<file path="src/rtl/uart_frame_rx.sv">
// uart_frame_rx
//   Receives length-prefixed frames from a UART byte stream. After a start
//   strobe it collects a big-endian length field, forwards each payload word
//   with a one-cycle valid strobe and then checks the terminator word. Frames
//   end with either a done strobe (frame_len updated) or an err strobe with a
//   coded reason. Too long a silence while busy aborts the frame.
//
// Ports
//   clk        system clock
//   rst        synchronous reset, active-high
//   start      begin frame reception (sampled only while idle)
//   in_valid   in_data carries a word this cycle
//   in_data    stream word
//   out_data   forwarded payload word (registered)
//   out_valid  one-cycle strobe qualifying out_data
//   done       one-cycle strobe, frame accepted
//   err        one-cycle strobe, frame aborted
//   err_code   1 = bad terminator, 2 = length too large, 3 = timeout
//   busy       high whenever a frame is in progress
//   frame_len  payload length of the last completed frame
module uart_frame_rx #(
  parameter int                DATA_W    = 8,
  parameter int                LEN_BYTES = 2,
  parameter logic [DATA_W-1:0] TERM      = DATA_W'(8'hBB),
  parameter int unsigned       MAX_LEN   = 65535,
  parameter int                TIMEOUT   = 1023
) (
  input  logic                          clk,
  input  logic                          rst,
  input  logic                          start,
  input  logic                          in_valid,
  input  logic [DATA_W-1:0]             in_data,
  output logic [DATA_W-1:0]             out_data,
  output logic                          out_valid,
  output logic                          done,
  output logic                          err,
  output logic [1:0]                    err_code,
  output logic                          busy,
  output logic [LEN_BYTES*DATA_W-1:0]   frame_len
);

  localparam int LEN_W  = LEN_BYTES * DATA_W;
  localparam int IDLE_W = $clog2(TIMEOUT + 1);
  localparam int IDX_W  = (LEN_BYTES > 1) ? $clog2(LEN_BYTES) : 1;

  localparam logic [IDX_W-1:0]  LAST_IDX   = IDX_W'(LEN_BYTES - 1);
  localparam logic [IDLE_W-1:0] TIMEOUT_M1 = IDLE_W'(TIMEOUT - 1);
  localparam logic [LEN_W-1:0]  MAX_L      = LEN_W'(MAX_LEN);

  typedef enum logic [1:0] {
    S_IDLE,
    S_LEN,
    S_DATA,
    S_TERM
  } state_t;

  state_t              state, state_next;
  logic [LEN_W-1:0]    len_acc, len_acc_next;
  logic [LEN_W-1:0]    len_shifted;
  logic [IDX_W-1:0]    idx, idx_next;
  logic [LEN_W-1:0]    remaining, remaining_next;
  logic [IDLE_W-1:0]   idle_cnt, idle_next;
  logic [DATA_W-1:0]   out_data_next;
  logic                out_valid_next, done_next, err_next, busy_next;
  logic [1:0]          err_code_next;
  logic [LEN_W-1:0]    frame_len_next;

  // Length words arrive MSB first, so each new word shifts in at the bottom.
  // Truncating the concatenation also covers a single-word length field.
  assign len_shifted = LEN_W'({len_acc, in_data});

  // State and output registers. len_acc keeps the assembled length for the
  // whole frame so it can be published as frame_len on completion.
  always_ff @(posedge clk) begin
    if (rst) begin
      state     <= S_IDLE;
      len_acc   <= '0;
      idx       <= '0;
      remaining <= '0;
      idle_cnt  <= '0;
      out_data  <= '0;
      out_valid <= 1'b0;
      done      <= 1'b0;
      err       <= 1'b0;
      err_code  <= 2'd0;
      busy      <= 1'b0;
      frame_len <= '0;
    end else begin
      state     <= state_next;
      len_acc   <= len_acc_next;
      idx       <= idx_next;
      remaining <= remaining_next;
      idle_cnt  <= idle_next;
      out_data  <= out_data_next;
      out_valid <= out_valid_next;
      done      <= done_next;
      err       <= err_next;
      err_code  <= err_code_next;
      busy      <= busy_next;
      frame_len <= frame_len_next;
    end
  end

  // Next-state and next-output logic. An accepted word always beats the
  // timeout; the timeout fires on the idle cycle that would bring the
  // counter up to TIMEOUT, so gaps shorter than TIMEOUT are tolerated.
  always_comb begin
    state_next     = state;
    len_acc_next   = len_acc;
    idx_next       = idx;
    remaining_next = remaining;
    idle_next      = idle_cnt;
    out_data_next  = out_data;
    out_valid_next = 1'b0;
    done_next      = 1'b0;
    err_next       = 1'b0;
    err_code_next  = err_code;
    frame_len_next = frame_len;

    if (state == S_IDLE) begin
      if (start) begin
        state_next   = S_LEN;
        len_acc_next = '0;
        idx_next     = '0;
        idle_next    = '0;
      end
    end else if (in_valid) begin
      idle_next = '0;
      case (state)
        S_LEN: begin
          len_acc_next = len_shifted;
          if (idx == LAST_IDX) begin
            if (len_shifted > MAX_L) begin
              err_next      = 1'b1;
              err_code_next = 2'd2;
              state_next    = S_IDLE;
            end else if (len_shifted == '0) begin
              state_next = S_TERM;
            end else begin
              remaining_next = len_shifted;
              state_next     = S_DATA;
            end
          end else begin
            idx_next = idx + 1'b1;
          end
        end
        S_DATA: begin
          out_data_next  = in_data;
          out_valid_next = 1'b1;
          remaining_next = remaining - 1'b1;
          if (remaining == LEN_W'(1)) begin
            state_next = S_TERM;
          end
        end
        default: begin
          state_next = S_IDLE;
          if (in_data == TERM) begin
            done_next      = 1'b1;
            frame_len_next = len_acc;
          end else begin
            err_next      = 1'b1;
            err_code_next = 2'd1;
          end
        end
      endcase
    end else if (idle_cnt == TIMEOUT_M1) begin
      err_next      = 1'b1;
      err_code_next = 2'd3;
      state_next    = S_IDLE;
    end else begin
      idle_next = idle_cnt + 1'b1;
    end

    busy_next = (state_next != S_IDLE);
  end

endmodule

</file>
<file path="config.mk">
export PLATFORM = sky130hd
export DESIGN_NAME = uart_frame_rx
export DESIGN_NICKNAME = d
export VERILOG_FILES = /design/src/rtl/uart_frame_rx.sv
export SDC_FILE = /design/constraint.sdc
export NUM_CORES = 1
export LEC_CHECK = 0
export ABC_AREA = 1
export CORE_ASPECT_RATIO = 1.4
export CORE_MARGIN = 2
export CORE_UTILIZATION = 44
export CTS_CLUSTER_SIZE = 12
export DETAILED_ROUTE_END_ITERATION = 10
export GPL_TIMING_DRIVEN = 0
export PLACE_DENSITY = 0.64
export SYNTH_ARGS = -nofsm -noshare
export SYNTH_HDL_FRONTEND = slang
export SYNTH_SLANG_ARGS = --single-unit
</file>
<file path="constraint.sdc">
create_clock -name clk -period 2.22 [get_ports clk]
set_clock_uncertainty 0.15 [all_clocks]
set_input_delay 0.333 -clock clk [delete_from_list [all_inputs] [get_ports clk]]
set_output_delay 0.333 -clock clk [all_outputs]
set_load 0.01 [all_outputs]
</file>
# Word level (Yosys, flattened, before mapping)
# Index checks and enable logic that the tools add are counted.
[classes]
addsub = 3
n_mux = 40
bitwise_logic = 3
eq_ne = 14
n_reduce_logical = 17
order_cmp = 1
[op_table]
columns = ["cell", "n"]
rows = [
  ["16-bit two-way mux", 7],
  ["10-bit two-way mux", 4],
  ["16-bit case mux with 2 select lines", 1],
  ["2-bit two-way mux", 12],
  ["16-bit by 1-bit == test with 1-bit output (second input constant)", 1],
  ["16-bit > comparator (second input constant)", 1],
  ["16-bit logical NOT", 1],
  ["16-bit by 1-bit subtractor with 16-bit output (second input constant)", 1],
  ["1-bit two-way mux", 13],
  ["6-bit AND reduction", 2],
  ["10-bit by 1-bit adder with 10-bit output (second input constant)", 1],
  ["10-bit == test (second input constant)", 1],
  ["2-bit inequality test (second input constant)", 5],
  ["2-bit nonzero test", 5],
  ["3-bit inequality test (second input constant)", 3],
  ["8-bit == test (second input constant)", 1],
  ["2-bit case mux with 2 select lines", 2],
  ["3-bit AND reduction", 2],
  ["5-bit OR reduction", 1],
  ["4-bit AND reduction", 1],
  ["2-bit OR reduction", 2],
  ["3-bit by 2-bit inequality test with 1-bit output (second input constant)", 1],
  ["1-bit NOT", 3],
  ["3-bit OR reduction", 1],
  ["other kinds (6)", 6],
]
[totals]
out_inout_bits = 30
elab_cells = 90
register_bits = 75
in_bits = 12

# Longest topological paths before layout
[logic_depth]
depth_word = 8
mapped_depth = 13
depth_no_buf = 12

# Worst setup path before layout
# Ideal clock, no wire load.
[synth_timing]
kind = "reg-to-reg"
from = "register state[0]"
to = "register idle_cnt[3]"
setup_slack_ps = 413
required_time_ps = 2006
period_less_slack_ps = 1807
setup_ps = 64
stages_incl_launch_ff = 13
path_buffers = 3
arrival_ps = 1593
cell_sequence = "dfxtp_1 inv_1 ha_1 buf_2 inv_1 buf_4 nor2_1 inv_1 nand2_1 buf_4 o21ai_0 nand2_1 nor2_1"
[synth_via]
elab_chain_cells = 3
word_cells_on_any_way = 5
classes_between = "eq/ne (2); mux (1); reduce/logical (2)"
[synth_lines]
columns = ["element", "line_no", "text"]
rows = [
  ["start: declaration", "57", "state_t state, state_next;"],
  ["start signal: assignment", "89", "state <= state_next;"],
  ["2-bit logical NOT (*)", "120", "if (state == S_IDLE) begin"],
  ["3-bit inequality test (no source line) or 2-bit inequality test (tied branches)", "--", ""],
  ["2-bit AND reduction (no source line)", "--", ""],
  ["end signal: assignment", "93", "idle_cnt <= idle_next;"],
  ["end: declaration", "62", "logic [IDLE_W-1:0] idle_cnt, idle_next;"],
]
# Every way passes the cells marked *; elsewhere a longest branch is shown, timed or not.
# A chain may end at the register's enable or synchronous reset.

# Worst setup path after layout
[layout_timing]
from = "input port in_data[5]"
to = "register frame_len[7]"
[layout_via]
elab_chain_cells = 2
[layout_lines]
columns = ["element", "line_no", "text"]
rows = [
  ["start: declaration", "32", "input logic [DATA_W-1:0] in_data,"],
  ["8-bit == test", "157", "if (in_data == TERM) begin"],
  ["4-bit AND reduction (no source line)", "--", ""],
  ["end signal: assignment", "100", "frame_len <= frame_len_next;"],
  ["end: declaration", "39", "output logic [LEN_BYTES*DATA_W-1:0] frame_len"],
]
# No other way between the ends.

==> tab_implementation.tex <==
\begin{tabular}{lr}
\hline
Metric & Value \\
\hline
\multicolumn{2}{l}{\textbf{Run status}} \\
Run status & finished, final reports clean \\
\multicolumn{2}{l}{\textbf{Worst setup path}} \\
Delay contributed by the slowest stage of the critical path & 0.56 ns \\
Category of cells accounting for the largest share of critical-path delay & simple AND/OR/NAND/NOR gates \\
Critical path class & primary input to flip-flop \\
Required time of the worst setup path & 2.27 ns \\
Max Fanout on Critical Path & 10 \\
FF-to-FF path depth & 12 \\
Crit path depth & 9 \\
Cell chain of the critical path & clkdlybuf4s50\_1 > inv\_1 > nor3\_2 > nand4\_2 > nor2\_4 > nand2\_4 > buf\_6 > nor2\_1 > nor3\_1 \\
Critical path buffers and inverters & 3 \\
CP Capture Type & flip-flop \\
Critical Path Start Type & primary input \\
Data arrival, critical path & 2.09 ns \\
CP max stage cell & sky130\_fd\_sc\_hd\_\_clkdlybuf4s50\_1 \\
\multicolumn{2}{l}{\textbf{Logic synthesis}} \\
Post-synth EDFFs & 0 \\
Most used DFF post-synth & sky130\_fd\_sc\_hd\_\_dfxtp\_1 \\
Share of synthesized flip-flops with an asynchronous set or reset & 0\% \\
Largest cells by area after synthesis & sky130\_fd\_sc\_hd\_\_dfxtp\_1 39\%, sky130\_fd\_sc\_hd\_\_nand2\_1 12\%, sky130\_fd\_sc\_hd\_\_nand3\_1 8.9\%, sky130\_fd\_sc\_hd\_\_a21oi\_1 8.4\%, sky130\_fd\_sc\_hd\_\_nor2\_1 7.9\% \\
Number of distinct standard cells referenced by the synthesized netlist & 34 \\
Part of the Yosys area used for sequential elements & 39.2\% \\
Number of instances in the synthesized netlist & 567 \\
Share of the synthesized area in the top cell type & 39.2\% \\
Count of synthesis-stage warnings from yosys & 0 \\
Total standard cell area after synthesis & 0.00383 sq mm \\
Synth Area per Inst & 6.75 sq um \\
Library cell with the largest summed area after synthesis & sky130\_fd\_sc\_hd\_\_dfxtp\_1 \\
Syn nets & 587 \\
Post-synth top cells & 122 x sky130\_fd\_sc\_hd\_\_nand2\_1, 81 x sky130\_fd\_sc\_hd\_\_nor2\_1, 75 x sky130\_fd\_sc\_hd\_\_dfxtp\_1 \\
Most instantiated library cell after synthesis & sky130\_fd\_sc\_hd\_\_nand2\_1 \\
Flop and latch count out of synthesis & 75 \\
\multicolumn{2}{l}{\textbf{Die}} \\
Chip Height & 114 um \\
Top Ports & 42 \\
Die outline area & 0.00947 sq mm \\
Effective utilization at floorplan & 45.0\% \\
Die width & 82.8 um \\
Core Box Area & 0.00851 sq mm \\
FP Rows & 40 \\
\multicolumn{2}{l}{\textbf{STA}} \\
Worst setup slack after layout & 0.183 ns \\
Hold violation count in the final report & 0 \\
Slew of the pin with the lowest slew margin & 0.744 ns \\
Worst hold-check slack & 0.317 ns \\
Maximum operating frequency & 0.491 GHz \\
Count of pins over their slew limit & 0 \\
Setup-failing EPs final & 0 \\
Post-route setup TNS & 0 ns \\
Worst max-slew margin expressed relative to the limit & 50.4\% \\
Clock period minus worst slack & 2.04 ns \\
RSZ-0062 raised after global routing & false \\
Final clock period utilization by the worst path & 91.8\% \\
\multicolumn{2}{l}{\textbf{Placed design}} \\
Final weighted congestion in routability-driven placement & 0.838 \\
Cell area after placement & 0.00437 sq mm \\
Worst Setup Slack post-DPL & -0.165 ns \\
Half-perimeter wire length of the detailed placement result & 7.79 mm \\
Post-placement cell count & 713 \\
PortBufs & 41 \\
\multicolumn{2}{l}{\textbf{Final layout}} \\
Post-route insts no fill & 730 \\
Total inserted antenna cells & 0 \\
P\&R area growth vs syn & 23.8\% \\
Layout filler cell count & 864 \\
Fraction of layout instances using a drive strength above 1 & 8.48\% \\
Post-layout net count & 640 \\
Final instance area & 0.00474 sq mm \\
Total area of multi-input combinational cells & 0.00201 sq mm \\
Core occupancy in the finished layout & 55.7\% \\
Total area of sequential cells & 0.00150 sq mm \\
\multicolumn{2}{l}{\textbf{Global routing}} \\
GRT Total Usage & 23.3\% \\
Global-route wire length before repair & 17.9 mm \\
Total overflow reported by the global router & 0 \\
Largest net degree at the start of global routing & 15 \\
Number of global-route vias before repair & 3751 \\
Antenna violations before repair & 0 \\
\multicolumn{2}{l}{\textbf{Min path}} \\
Worst hold path type & flip-flop to flip-flop \\
Worst hold path depth & 2 \\
\multicolumn{2}{l}{\textbf{Pwr}} \\
Pwr per Cell Area & 733 mW/mm\^{}2 \\
Total power & 3.47 mW \\
Pleak & 1.98 nW \\
Peak VDD IR & 0.000443 V \\
\multicolumn{2}{l}{\textbf{Clocking}} \\
Number of buffers inserted by hold repair at cts & 0 \\
Root Buffer & sky130\_fd\_sc\_hd\_\_clkbuf\_16 \\
Clk buf depth & 2 \\
Number of H-tree levels & 3 \\
Register clock-pin slew on the reported worst setup and hold paths & 0.06 ns \\
\# clock sinks & 75 \\
TritonCTS clock tree & built \\
Number of buffers created by CTS & 9 \\
Clock insertion delay at the later pin of the skew report & 0.34 ns \\
\multicolumn{2}{l}{\textbf{Run}} \\
Number of max-cap violations & 0 \\
\multicolumn{2}{l}{\textbf{Routing}} \\
Aggregate routed wire length & 10.6 mm \\
Final routed DRC violation total & 0 \\
Number of nets still failing antenna checks after routing & 0 \\
Vias per inst & 5.26 \\
Routed length per placed instance & 14.5 um \\
Number of vias after detailed routing & 3840 \\
Iter 0 DRT Violations & 237 \\
Iteration count of the initial detailed-routing pass & 5 \\
\hline
\end{tabular}
-- what timing repair did --
item | CTS | global route
buffers inserted | 0 | 1
endpoints found under the setup margin | 0 | 26
resized for setup | 0 | 7
-- area by class of cell --
| type | instances | share of cell area (%) |
|---|---|---|
| sequential | 75 | 31.7 |
| buffer | 25 | 2.85 |
| clock inverter | 7 | 2.64 |
| tap | 105 | 2.77 |
| multi-input combinational | 417 | 42.5 |
| inverter | 50 | 3.96 |
| timing repair buffer | 42 | 8.82 |
| clock buffer | 9 | 4.75 |
-- tightest hold or removal path: stages, from the launching register on --
cell,delay (ns)
sky130_fd_sc_hd__dfxtp_1,0.31
sky130_fd_sc_hd__nand2_1,0.06
sky130_fd_sc_hd__a21oi_1,0.05
-- registers in the layout (all words and copies together), names as in the netlist --
register,flops
done,1
remaining,16
out_valid,1
len_acc,16
out_data,8
err_code,2
err,1
busy,1
frame_len,16
idle_cnt,10
state,2
idx,1
-- power by group --
group | total (mW) | internal [mW] | leakage [nW] | switching (mW)
registers | 1.40 | 1.37 | 0.606 | 0.0265
clock network | 1.71 | 1.11 | 0.170 | 0.606
logic | 0.364 | 0.122 | 1.20 | 0.243
-- path summary, 6_finish.rpt --
kind | from | end | slack [ns]
min | out_data[2]$_SDFFE_PP0P_ | out_data[2]$_SDFFE_PP0P_ | 0.32
max | in_data[5] | frame_len[7]$_SDFFE_PP0P_ | 0.18
max reg2reg | state[1]$_SDFF_PP0_ | idle_cnt[3]$_SDFFE_PP0P_ | 0.20
min reg2reg | out_data[2]$_SDFFE_PP0P_ | out_data[2]$_SDFFE_PP0P_ | 0.32
-- per-layer routing --
metal | track usage, % | share of wire (%) | vias up
li1 | - | - | 1961
met1 | 26.9 | 43 | 1791
met2 | 42.0 | 52 | 70
met3 | 4.54 | 3.3 | 18
met4 | 9.62 | 1.9 | 0
met5 | 0 | 0 | -
-- cell families after synthesis --
logic type	synth area share (%)
buf+inv	8.37
fa+ha+maj	2.62
xor+xnor	0.687
flops	39.2
simple gates	36.3
compound gates	12.8
-- cells in the final DEF (no fill, tap or decap), types with 2 or more instances in the layout --
cell type                         count
sky130_fd_sc_hd__dfxtp_1             74
sky130_fd_sc_hd__nand3_1             68
sky130_fd_sc_hd__buf_6                3
sky130_fd_sc_hd__xor2_1               3
sky130_fd_sc_hd__nand2_4              2
sky130_fd_sc_hd__nor3_2               2
sky130_fd_sc_hd__buf_2                4
sky130_fd_sc_hd__bufinv_16            3
sky130_fd_sc_hd__inv_1               47
sky130_fd_sc_hd__buf_1                2
sky130_fd_sc_hd__clkinv_4             3
sky130_fd_sc_hd__a21oi_2              2
sky130_fd_sc_hd__nand2_1            121
sky130_fd_sc_hd__clkbuf_2             2
sky130_fd_sc_hd__clkbuf_16            9
sky130_fd_sc_hd__nand2_2              2
sky130_fd_sc_hd__nand3_2              3
sky130_fd_sc_hd__or2_2                3
sky130_fd_sc_hd__nand4_1              5
sky130_fd_sc_hd__inv_2                3
sky130_fd_sc_hd__nor2_1              81
sky130_fd_sc_hd__o21ai_0             21
sky130_fd_sc_hd__ha_1                 8
sky130_fd_sc_hd__nor3_1              20
sky130_fd_sc_hd__clkdlybuf4s50_1     41
sky130_fd_sc_hd__clkbuf_1            11
sky130_fd_sc_hd__nor2_4               2
sky130_fd_sc_hd__buf_4                4
sky130_fd_sc_hd__a21oi_1             64
No activity file was read; power rests on OpenSTA's default activity.
